--- config.mk ---
export PLATFORM = sky130hd
export DESIGN_NAME = usb_utm_tx
export DESIGN_NICKNAME = d
export VERILOG_FILES = /design/src/rtl/usb_utmi_pkg.sv /design/src/rtl/usb_utm_tx.sv
export SDC_FILE = /design/constraint.sdc
export NUM_CORES = 1
export LEC_CHECK = 0
export CORE_MARGIN = 4
export CORE_UTILIZATION = 50
export CTS_CLUSTER_SIZE = 20
export DETAILED_ROUTE_END_ITERATION = 10
export DONT_BUFFER_PORTS = 1
export SYNTH_ARGS = -nofsm -noshare
export SYNTH_HDL_FRONTEND = slang
export SYNTH_SLANG_ARGS = --single-unit
--- constraint.sdc ---
create_clock -name clk -period 3.98 [get_ports clk]
set_input_delay 0.597 -clock clk [delete_from_list [all_inputs] [get_ports clk]]
set_output_delay 0.597 -clock clk [all_outputs]
set_load 0.005 [all_outputs]
--- src/rtl/usb_utmi_pkg.sv ---
// Shared UTMI types and constants for the full-speed USB transceiver.
// Used by the transmit path; the line-state enum also names the NRZI level.
package usb_utmi_pkg;

  typedef enum logic [1:0] {DJ, DK, SE0} utmi_line_state_t;

  typedef enum logic [2:0] {IDLE, SYNC, DATA, EOP_SE0, EOP_J} usb_tx_state_t;

  localparam logic [7:0] USB_SYNC_BYTE   = 8'h80;
  localparam int         USB_STUFF_LIMIT = 6;

  // NRZI: a 0 flips the line level, a 1 keeps it.
  function automatic utmi_line_state_t nrzi_next(input utmi_line_state_t level,
                                                 input logic bit_val);
    if (bit_val) return level;
    return (level == DK) ? DJ : DK;
  endfunction

endpackage

--- src/rtl/usb_utm_tx.sv ---
// Full-speed UTM transmit path: UTMI byte handshake in, SYNC + stuffed
// NRZI bit stream + EOP out on the single-ended frontend pins.
module usb_utm_tx
  import usb_utmi_pkg::*;
#(
  parameter int CLK_PER_BIT  = 4,
  parameter int EOP_SE0_BITS = 2
) (
  input  logic       clk,
  input  logic       rst,
  input  logic [7:0] tx_data,
  input  logic       tx_valid,
  output logic       tx_ready,
  output logic       tx_active,
  output logic       dp_tx,
  output logic       dn_tx,
  output logic       tx_oen
);

  localparam int            TW          = $clog2(CLK_PER_BIT);
  localparam logic [TW-1:0] TIMER_LAST  = TW'(CLK_PER_BIT - 1);
  localparam logic [2:0]    STUFF_LIMIT = 3'(USB_STUFF_LIMIT);
  localparam logic [2:0]    EOP_LAST    = 3'(EOP_SE0_BITS - 1);

  usb_tx_state_t    state_q, state_d;
  logic [TW-1:0]    timer_q, timer_d;
  logic [2:0]       bit_idx_q, bit_idx_d;
  logic [2:0]       ones_q, ones_d;
  logic [7:0]       shift_q, shift_d;
  utmi_line_state_t level_q, level_d;
  utmi_line_state_t line_q, line_d;
  logic             oen_q, oen_d;

  logic strobe;
  logic stuff_due;
  logic byte_end;
  logic emit;
  logic emit_bit;

  assign strobe    = (state_q != IDLE) && (timer_q == TIMER_LAST);
  assign stuff_due = (ones_q == STUFF_LIMIT);
  // A byte is finished once bit 7 and any stuff bit it triggered are on the line.
  assign byte_end  = ((state_q == SYNC) || (state_q == DATA)) &&
                     (bit_idx_q == 3'd7) && !stuff_due;
  assign tx_ready  = strobe && byte_end && tx_valid && !rst;

  always_comb begin
    state_d   = state_q;
    timer_d   = timer_q;
    bit_idx_d = bit_idx_q;
    ones_d    = ones_q;
    shift_d   = shift_q;
    level_d   = level_q;
    line_d    = line_q;
    oen_d     = oen_q;
    emit      = 1'b0;
    emit_bit  = 1'b0;

    if (state_q == IDLE) timer_d = '0;
    else                 timer_d = strobe ? '0 : timer_q + TW'(1);

    unique case (state_q)
      IDLE: begin
        if (tx_valid) begin
          state_d   = SYNC;
          bit_idx_d = '0;
          oen_d     = 1'b1;
          emit      = 1'b1;
          emit_bit  = USB_SYNC_BYTE[0];
        end
      end
      SYNC, DATA: begin
        if (strobe) begin
          if (byte_end) begin
            bit_idx_d = '0;
            if (tx_valid) begin
              state_d  = DATA;
              shift_d  = tx_data;
              emit     = 1'b1;
              emit_bit = tx_data[0];
            end else begin
              state_d = EOP_SE0;
              line_d  = SE0;
            end
          end else if ((state_q == DATA) && stuff_due) begin
            emit     = 1'b1;
            emit_bit = 1'b0;
          end else begin
            bit_idx_d = bit_idx_q + 3'd1;
            emit      = 1'b1;
            emit_bit  = (state_q == SYNC) ? USB_SYNC_BYTE[bit_idx_d] : shift_q[bit_idx_d];
          end
        end
      end
      EOP_SE0: begin
        if (strobe) begin
          if (bit_idx_q == EOP_LAST) begin
            state_d   = EOP_J;
            line_d    = DJ;
            bit_idx_d = '0;
          end else begin
            bit_idx_d = bit_idx_q + 3'd1;
          end
        end
      end
      EOP_J: begin
        if (strobe) begin
          state_d   = IDLE;
          oen_d     = 1'b0;
          line_d    = DJ;
          level_d   = DJ;
          ones_d    = '0;
          bit_idx_d = '0;
        end
      end
      default: state_d = IDLE;
    endcase

    if (emit) begin
      level_d = nrzi_next(level_q, emit_bit);
      line_d  = level_d;
      ones_d  = emit_bit ? ones_q + 3'd1 : 3'd0;
    end
  end

  always_ff @(posedge clk) begin
    if (rst) begin
      state_q   <= IDLE;
      timer_q   <= '0;
      bit_idx_q <= '0;
      ones_q    <= '0;
      shift_q   <= '0;
      level_q   <= DJ;
      line_q    <= DJ;
      oen_q     <= 1'b0;
    end else begin
      state_q   <= state_d;
      timer_q   <= timer_d;
      bit_idx_q <= bit_idx_d;
      ones_q    <= ones_d;
      shift_q   <= shift_d;
      level_q   <= level_d;
      line_q    <= line_d;
      oen_q     <= oen_d;
    end
  end

  assign tx_active = (state_q != IDLE);
  assign tx_oen    = oen_q;
  assign dp_tx     = (line_q == DJ);
  assign dn_tx     = (line_q == DK);

endmodule
# Yosys cells after proc, flatten, opt, wreduce, memory -nomap -nowiden
# Memory sizes are Yosys's and may differ from the RTL's.
# Cells that the tools add are included.
# word_totals
out_inout_bits	5
regBits	24
word_cells	111
mem_count	1
inputBits	11
romBits	8
# memory_table
memory	words	width	rd	rd_ports_with_merged_regs	write_ports	line	rtl
(name not given)	8	1	1	0	0	usb_utm_tx.sv:91	emit_bit = (state_q == SYNC) ? USB_SYNC_BYTE[bit_idx_d] : shift_q[bit_idx_d];
# op_classes
muxes	49
eq_ne	23
n_reduce_logical	26
n_lt_le_gt_ge	1
n_addsub	3
# op_table
cell	count
$mux 3	15
$pmux 3 s4	2
$mux 2	11
$ne 3x3->1 const B	7
$mux 1	17
$ne 2x2->1 const B	6
$reduce_and 6->1	2
$eq 3x3->1 const B	3
$reduce_bool 4->1	2
$logic_and 1x1->1	7
$reduce_and 7->1	1
$add 3x1->3 const B	2
$eq 3x1->1 const B	2
$eq 3x2->1 const B	2
$pmux 2 s3	1
$reduce_bool 2->1	3
$eq 2x1->1 const B	2
$lt 3x4->1 const B	1
$pmux 1 s2	2
$reduce_and 4->1	1
$bmux 1 s3	1
$logic_not 3->1	1
$reduce_and 3->1	1
$reduce_bool 3->1	1
other kinds (8)	9

# Logic depth before layout (Yosys ltp)
# Gate-level depths: netlist of run 1.
# logic_depth
word_depth	12
mapped_depth	8

# Least setup slack after synthesis of run 1
# OpenSTA, ideal clock, no wires.
# synth_timing
path_type	register to register
start	register bit_idx_q[0]
end	register level_q[0]
required_ps	3861
n_path_buf	0
synth_period_minus_slack_ps	2303
arrival_time_ps	2184
path_stages_with_launch	8
setup_time_ps	119
path_slack_ps	1677
path_cell_list	dfxtp_1 -> inv_1 -> ha_1 -> mux4_2 -> nand2b_4 -> and4_4 -> o31a_1 -> o221a_1
# synth_between
elab_chain_len	12
elab_cells_between_ends	23
# synth_lines
item	line	rtl
start, declared	usb_utm_tx.sv:27	logic [2:0] bit_idx_q, bit_idx_d;
start signal, assigned	usb_utm_tx.sv:139	bit_idx_q <= bit_idx_d;
$add 3x1->3	usb_utm_tx.sv:89	bit_idx_d = bit_idx_q + 3'd1;
$mem_v2 8x1 or $bmux 1 s3 (tied branches)	-	
$mux 1 (not written as such)	usb_utm_tx.sv:91	
$mux 1	usb_utm_tx.sv:91	
$mux 1	usb_utm_tx.sv:85	end else if ((state_q == DATA) && stuff_due) begin
$mux 1	usb_utm_tx.sv:74	if (byte_end) begin
$mux 1	usb_utm_tx.sv:73	if (strobe) begin
$mux 1	-	
$mux 1	usb_utmi_pkg.sv:15	if (bit_val) return level;
$mux 1	usb_utm_tx.sv:119	if (emit) begin
$mux 2	usb_utmi_pkg.sv:16	return (level == DK) ? DJ : DK;
$mux 2	usb_utm_tx.sv:119	
end signal, assigned	usb_utm_tx.sv:142	level_q <= level_d;
end, declared	usb_utm_tx.sv:30	utmi_line_state_t level_q, level_d;
# Several ways; a longest one is shown, not always the timed one. The select of a mux whose other input is x is not followed.
# A chain may end at the register's enable or synchronous reset.

# Worst setup path in the final report of run 1
# layout_timing
start	register bit_idx_q[0]
end	output port tx_ready
# layout_between
elab_chain_len	6
# layout_lines
item	line	rtl
$eq 3x3->1	usb_utm_tx.sv:44	(bit_idx_q == 3'd7) && !stuff_due;
$logic_and 1x1->1	usb_utm_tx.sv:43	assign byte_end = ((state_q == SYNC) || (state_q == DATA)) &&
$logic_and 1x1->1	usb_utm_tx.sv:44	
$logic_and 1x1->1 (3 in a row)	usb_utm_tx.sv:45	assign tx_ready = strobe && byte_end && tx_valid && !rst;
end, declared	usb_utm_tx.sv:13	output logic tx_ready,
# No other way between the ends.

==> results of run 1 <==
[registers in the layout (all words and copies together) (netlist names)]
| signal | cells |
|---|---|
| level_q | 2 |
| bit_idx_q | 3 |
| ones_q | 3 |
| timer_q | 2 |
| line_q | 2 |
| tx_oen | 1 |
| shift_q | 8 |
| state_q | 3 |
[metal layers]
| metal | global-route usage | vias to the layer above | share of wire |
|---|---|---|---|
| li1 | - | 601 | - |
| met1 | 0.252 | 553 | 0.48 |
| met2 | 0.260 | 27 | 0.46 |
| met3 | 0.0314 | 2 | 0.048 |
| met4 | 0.0424 | 0 | 0.0058 |
| met5 | 0 | - | 0 |
[worst reg2reg max path, cell delays in order (launching register included)]
cell       delay [ps]
dfxtp_1           500
ha_1              190
ha_1              200
a21boi_2          340
and4_1            590
a32o_1            300
nor2_1             80
a2111oi_1         310
[area by class of cell]
| class | count | area (um^2) |
|---|---|---|
| clock inverters | 1 | 30.0 |
| flip-flops and latches | 24 | 480 |
| well taps | 31 | 38.8 |
| clock buffers | 3 | 22.5 |
| fillers | 275 | 1270 |
| multi-input cells | 126 | 878 |
| inverters | 10 | 37.5 |
[logic make-up (layout without fill, tap and decap cells)]
family          count (synthesis)  in the layout  share of synthesized area
simple gates                   61             61                      0.220
mux                            14             14                      0.107
buf+inv                        19             14                     0.0540
xor+xnor                        1              1                    0.00610
fa+ha+maj                       8              8                     0.0679
flops                          24             24                      0.334
compound gates                 42             42                      0.211
[synth_stat cells (3+ instances only)]
cell	instances	area [um^2]
o21ai_0	4	20.0
nand2_1	10	37.5
ha_1	7	87.6
a21oi_1	11	55.1
and2_1	3	18.8
nand3_1	3	15.0
a211oi_1	3	22.5
nand2b_1	4	25.0
inv_1	10	37.5
nor2b_1	5	31.3
a32oi_1	3	26.3
clkbuf_1	5	18.8
dfxtp_1	24	480
nor2_1	22	82.6
mux2i_1	12	120
[power groups by stage]
stage	logic, uW	registers (uW)	clock network (uW)
global placement	39.4	260	0
floorplan	40.6	255	0
finish	40.1	255	182
CTS	40.3	255	184
global route	45.7	257	198
detailed placement	40.1	261	0
[worst max-delay path by stage]
stage / startpoint / to / slack, ps / cells past startpoint
after floorplan: bit_idx_q[0]$_SDFFE_PP0P_ / level_q[0]$_SDFFE_PP0P_ / 1680 / 7
after global placement: bit_idx_q[0]$_SDFFE_PP0P_ / tx_ready / 1410 / 5
after detailed placement: bit_idx_q[0]$_SDFFE_PP0P_ / tx_ready / 1370 / 5
after CTS: bit_idx_q[0]$_SDFFE_PP0P_ / tx_ready / 1010 / 5
after global routing: bit_idx_q[0]$_SDFFE_PP0P_ / tx_ready / 860 / 5
final: bit_idx_q[0]$_SDFFE_PP0P_ / tx_ready / 1010 / 5
[metrics by stage]
| step | power [uW] | utilization |
|---|---|---|
| detailed placement | 301 | 0.520 |
| global route | 500 | 0.539 |
| floorplan | 296 | - |
| CTS | 479 | 0.539 |
| global placement | 299 | 0.520 |
| finish | 477 | 0.539 |
==> flow_summary.yaml, run 1 <==
setup_path:
  path_buf_inv: 0
  end_kind: "output pin"
  crit_chain: "ha_1 > ha_1 > a21boi_2 > and4_1 > and2_1"
  cpPeakStageDelay_ps: 590
  crit_top_cell: "ha_1"
  r2r_end: "line_q[0]$_SDFFE_PP0P_"
  cp.required_ps: 3380
  crit_path_start_kind: "flip-flop"
  crit_type: "flip-flop to output pin"
  reg2reg_from: "bit_idx_q[0]$_SDFFE_PP0P_"
  cp_slowest_cell: "and4_1"
  reg2regPathDepth: 7
  crit_arrival_ps: 2370
  crit_fanout: 11
  r2r_slack_ps: 1370
  crit_family: "simple AND/OR/NAND/NOR gates"
timing:
  fmax_mhz: 337
  final-hold-violation-count: 0
  rsz0062_at_grt: "no"
  setup_viol: 0
  drv_slew: 0
  holdWs_ps: 316
  setup_slack_ps: 1010
  period_share: 0.746
  slew_headroom: 0.581
  tightest_slew_ps: 627
  finalSetupTns_ps: 0
  fin_skew_ps: 10.3
  period_needed_ps: 2970
power:
  clkPwrFrac: 0.381
  seqPwrFrac: 0.535
  internal-power_uw: 366
  power.density_nw_per_um2: 321
  switching_share: 0.232
  power_leakage_uw: 0.000547
  switching_power_uw: 111
  vdd_drop_max_v: 0.000248
  comb_power_share: 0.084
global_routing:
  antenna_found_initial: 0
  track_usage: 0.172
  grt_pass1_vias: 1072
  grt_overflow: 0
  grt_max_degree: 24
  grt_pass1_wl_mm: 4.97
hold_path:
  whs_path_depth: 1
  hold_end: "state_q[0]$_SDFFE_PP0P_"
  hold_path_class: "input port to flip-flop"
  holdCritStartpoint: "rst"
placed_design:
  post-place-ws_ps: 1370
  io_buffers: 0
  dpl.hpwl_mm: 2.18
  dp.cells: 191
  place.gp.congestion: 0.820
  place_area_um2: 1440
floorplanning:
  num_rows: 19
  fp.dieW_um: 61.6
  start_util: 0.521
  ios: 16
  core_um2: 2760
  die_h_um: 61.6
  dieArea_um2: 3790
synth:
  yosysUniqueCellTypes: 50
  ys_ff_latch: 24
  syn_area_per_cell_um2: 8.50
  synthesis.area_um2: 1440
  syn-num-nets: 187
  synthCells: 169
  ys_warn_count: 0
  ys.flop_type: "dfxtp_1"
  ys_seq_area_frac: 0.334
  synthArstFlopShare: 0
  synth_edf_count: 0
route:
  routed_via_density: 6.07
  wirelength_mm: 2.93
  drc: 0
  vias: 1183
  ant_nets: 0
  drt_iter0_markers: 74
  wl_per_cell_um: 15.0
  drt_pass1_iterations: 5
finish:
  layout_common_cells: "dfxtp_1, nor2_1, mux2i_1, a21oi_1"
  nets: 183
  stdcell_area_um2: 1490
  diodes: 0
  final_common_cell: "dfxtp_1"
  layout.cells.non_filler: 195
  area_growth_pct: 3.57
  drive_above_1_share: 0.0671
clock_tree:
  hold_buffers: 0
  cts.sinks: 24
  insertion_delay_ps: 320
  cts_tree: "built"
  root_buffer: "clkbuf_4"
  numCtsBuffers: 3
  cts-htree-levels: 1
  post-cts-setup-buffers: 0
  cts_buffer_depth: 2
  cts_resized: 0
  clk_pin_slew_ps: 150
flow_run:
  drv_cap: 0
outcome:
  status: "finished, final reports clean"
No activity file was read; power rests on OpenSTA's default activity.
==> run 2, diff against run 1 <==
==> constraint.sdc (replaced) <==
create_clock -name clk -period 2.8 [get_ports clk]
set_input_delay 0.42 -clock clk [delete_from_list [all_inputs] [get_ports clk]]
set_output_delay 0.42 -clock clk [all_outputs]
set_load 0.005 [all_outputs]
==> run 2 against run 1 <==
  * Die area is the same
  * Sequential share of layout area fell by 0.32 points
  * Power rose by 41%
  * Combinational power up 42%
  * Worst setup slack worse by 720 ps
  * Non-clock buffer count up 2
  * Final cell count increased by 1.0%
  * Flip-flop and latch count stayed put
  * Via count decreased by 0.17%
  * Critical path depth is 1 higher
  * Register-to-register slack worse by 1000 ps
  * Global-route usage down 0.22 points
  * Critical path type unchanged
==> flow_summary.yaml, run 2 (synthesis gave the netlist of run 1 again) <==
route:
  drt_pass1_iterations: 4
  routed_via_density: 5.99
  ant_nets: 0
  drt_iter0_markers: 95
  vias: 1181
  wl_per_cell_um: 14.6
  drc: 0
  wirelength_mm: 2.88
flow_run:
  drv_cap: 0
setup_path:
  timing.critical_path.from: "bit_idx_q[0]$_SDFFE_PP0P_"
  reg2reg_from: "bit_idx_q[0]$_SDFFE_PP0P_"
  crit_path_start_kind: "flip-flop"
  r2r_slack_ps: 360
  crit_type: "flip-flop to output pin"
  reg2regPathDepth: 7
  cp.required_ps: 2380
  end_kind: "output pin"
  crit_fanout: 10
  r2r_end: "level_q[0]$_SDFFE_PP0P_"
  crit_arrival_ps: 2090
finish:
  largest_reg_flops: 8
  seqCellArea_um2: 480
  final_common_cell: "dfxtp_1"
  nets: 185
  layout_common_cells: "dfxtp_1, nor2_1, mux2i_1, a21oi_1"
  regMostFlops: "shift_q"
  finish.utilization: 0.545
  diodes: 0
  area_growth_pct: 4.62
  fill_cells: 272
  multi_input_area_um2: 878
  layout.cells.non_filler: 197
  stdcell_area_um2: 1500
  drive_above_1_share: 0.0783
power:
  comb_power_share: 0.085
  vdd_drop_max_v: 0.000299
  power_leakage_uw: 0.000558
  clkPwrFrac: 0.377
  internal-power_uw: 521
  seqPwrFrac: 0.538
  power.density_nw_per_um2: 448
  p_total_uw: 673
  switching_power_uw: 152
  switching_share: 0.226
global_routing:
  grt_pass1_wl_mm: 4.88
  grt_pass1_vias: 1114
  grt_max_degree: 24
  antenna_found_initial: 0
  grt_overflow: 0
  track_usage: 0.170
hold_path:
  hold_end: "state_q[0]$_SDFFE_PP0P_"
  holdCritStartpoint: "rst"
  hold_path_class: "input port to flip-flop"
  whs_path_depth: 1
floorplanning:
  core_um2: 2760
  fp.dieW_um: 61.6
  dieArea_um2: 3790
  start_util: 0.521
  num_rows: 19
  ios: 16
  die_h_um: 61.6
timing:
  rsz0062_at_grt: "no"
  fmax_mhz: 399
  finalSetupTns_ps: 0
  period_needed_ps: 2510
  setup_viol: 0
  period_share: 0.895
  final-hold-violation-count: 0
  drv_slew: 0
  fin_skew_ps: 7.09
  tightest_slew_ps: 629
  slew_headroom: 0.580
clock_tree:
  cts_buffer_depth: 2
  cts.sinks: 24
  cts_tree: "built"
  clk_pin_slew_ps: 140
  root_buffer: "clkbuf_4"
  hold_buffers: 0
  post-cts-setup-buffers: 0
  cts-htree-levels: 1
  numCtsBuffers: 3
  insertion_delay_ps: 320
  cts_resized: 0
placed_design:
  dp.cells: 193
  place.gp.congestion: 0.809
  place_area_um2: 1450
  io_buffers: 0
  dpl.hpwl_mm: 2.14
outcome:
  status: "finished, final reports clean"
run 2: metal layers:
metal	share of wire	vias up	global-route usage
met5	0	-	0
met1	0.45	544	0.234
li1	-	611	-
met2	0.49	24	0.260
met3	0.054	2	0.0294
met4	0.0059	0	0.0727
run 2: worst max path at each step:
stage,endpoint,slack [ps],cells past startpoint
2_1_floorplan,level_q[0]$_SDFFE_PP0P_,500,7
6_report,tx_ready,290,6
4_1_cts,tx_ready,250,6
5_1_grt,tx_ready,120,6
3_5_place_dp,level_q[0]$_SDFFE_PP0P_,370,7
3_3_place_gp,level_q[0]$_SDFFE_PP0P_,440,7
run 2: layout make-up:
class / count / share of cell area
multi-input cells: 126 / 0.585
flip-flops and latches: 24 / 0.320
well taps: 31 / 0.0258
inverters: 10 / 0.0250
clock inverters: 1 / 0.0200
clock buffers: 3 / 0.0150
repair buffers: 2 / 0.00999
run 2: worst max-delay path, stage by stage (launching register included):
cell and delay, ps:
dfxtp_1 490, ha_1 200, ha_1 170, a21boi_2 270
and4_1 260, buf_4 210, and2_1 170
run 2: power by group through the flow:
stage	sequential (uW)	combinational (uW)	clock, uW
floorplan	363	57.7	0
global placement	369	55.7	0
detailed placement	370	57.4	0
CTS	363	57.5	267
global route	364	65.4	279
finish	362	57.0	254
run 2: through the flow:
| stage | hold WS [ps] | setup slack [ps] |
|---|---|---|
| final | 146 | 294 |
| after global routing | 114 | 120 |
| after CTS | 125 | 251 |
| after detailed placement | 423 | 374 |
| after global placement | 412 | 442 |
| after floorplan | 407 | 497 |
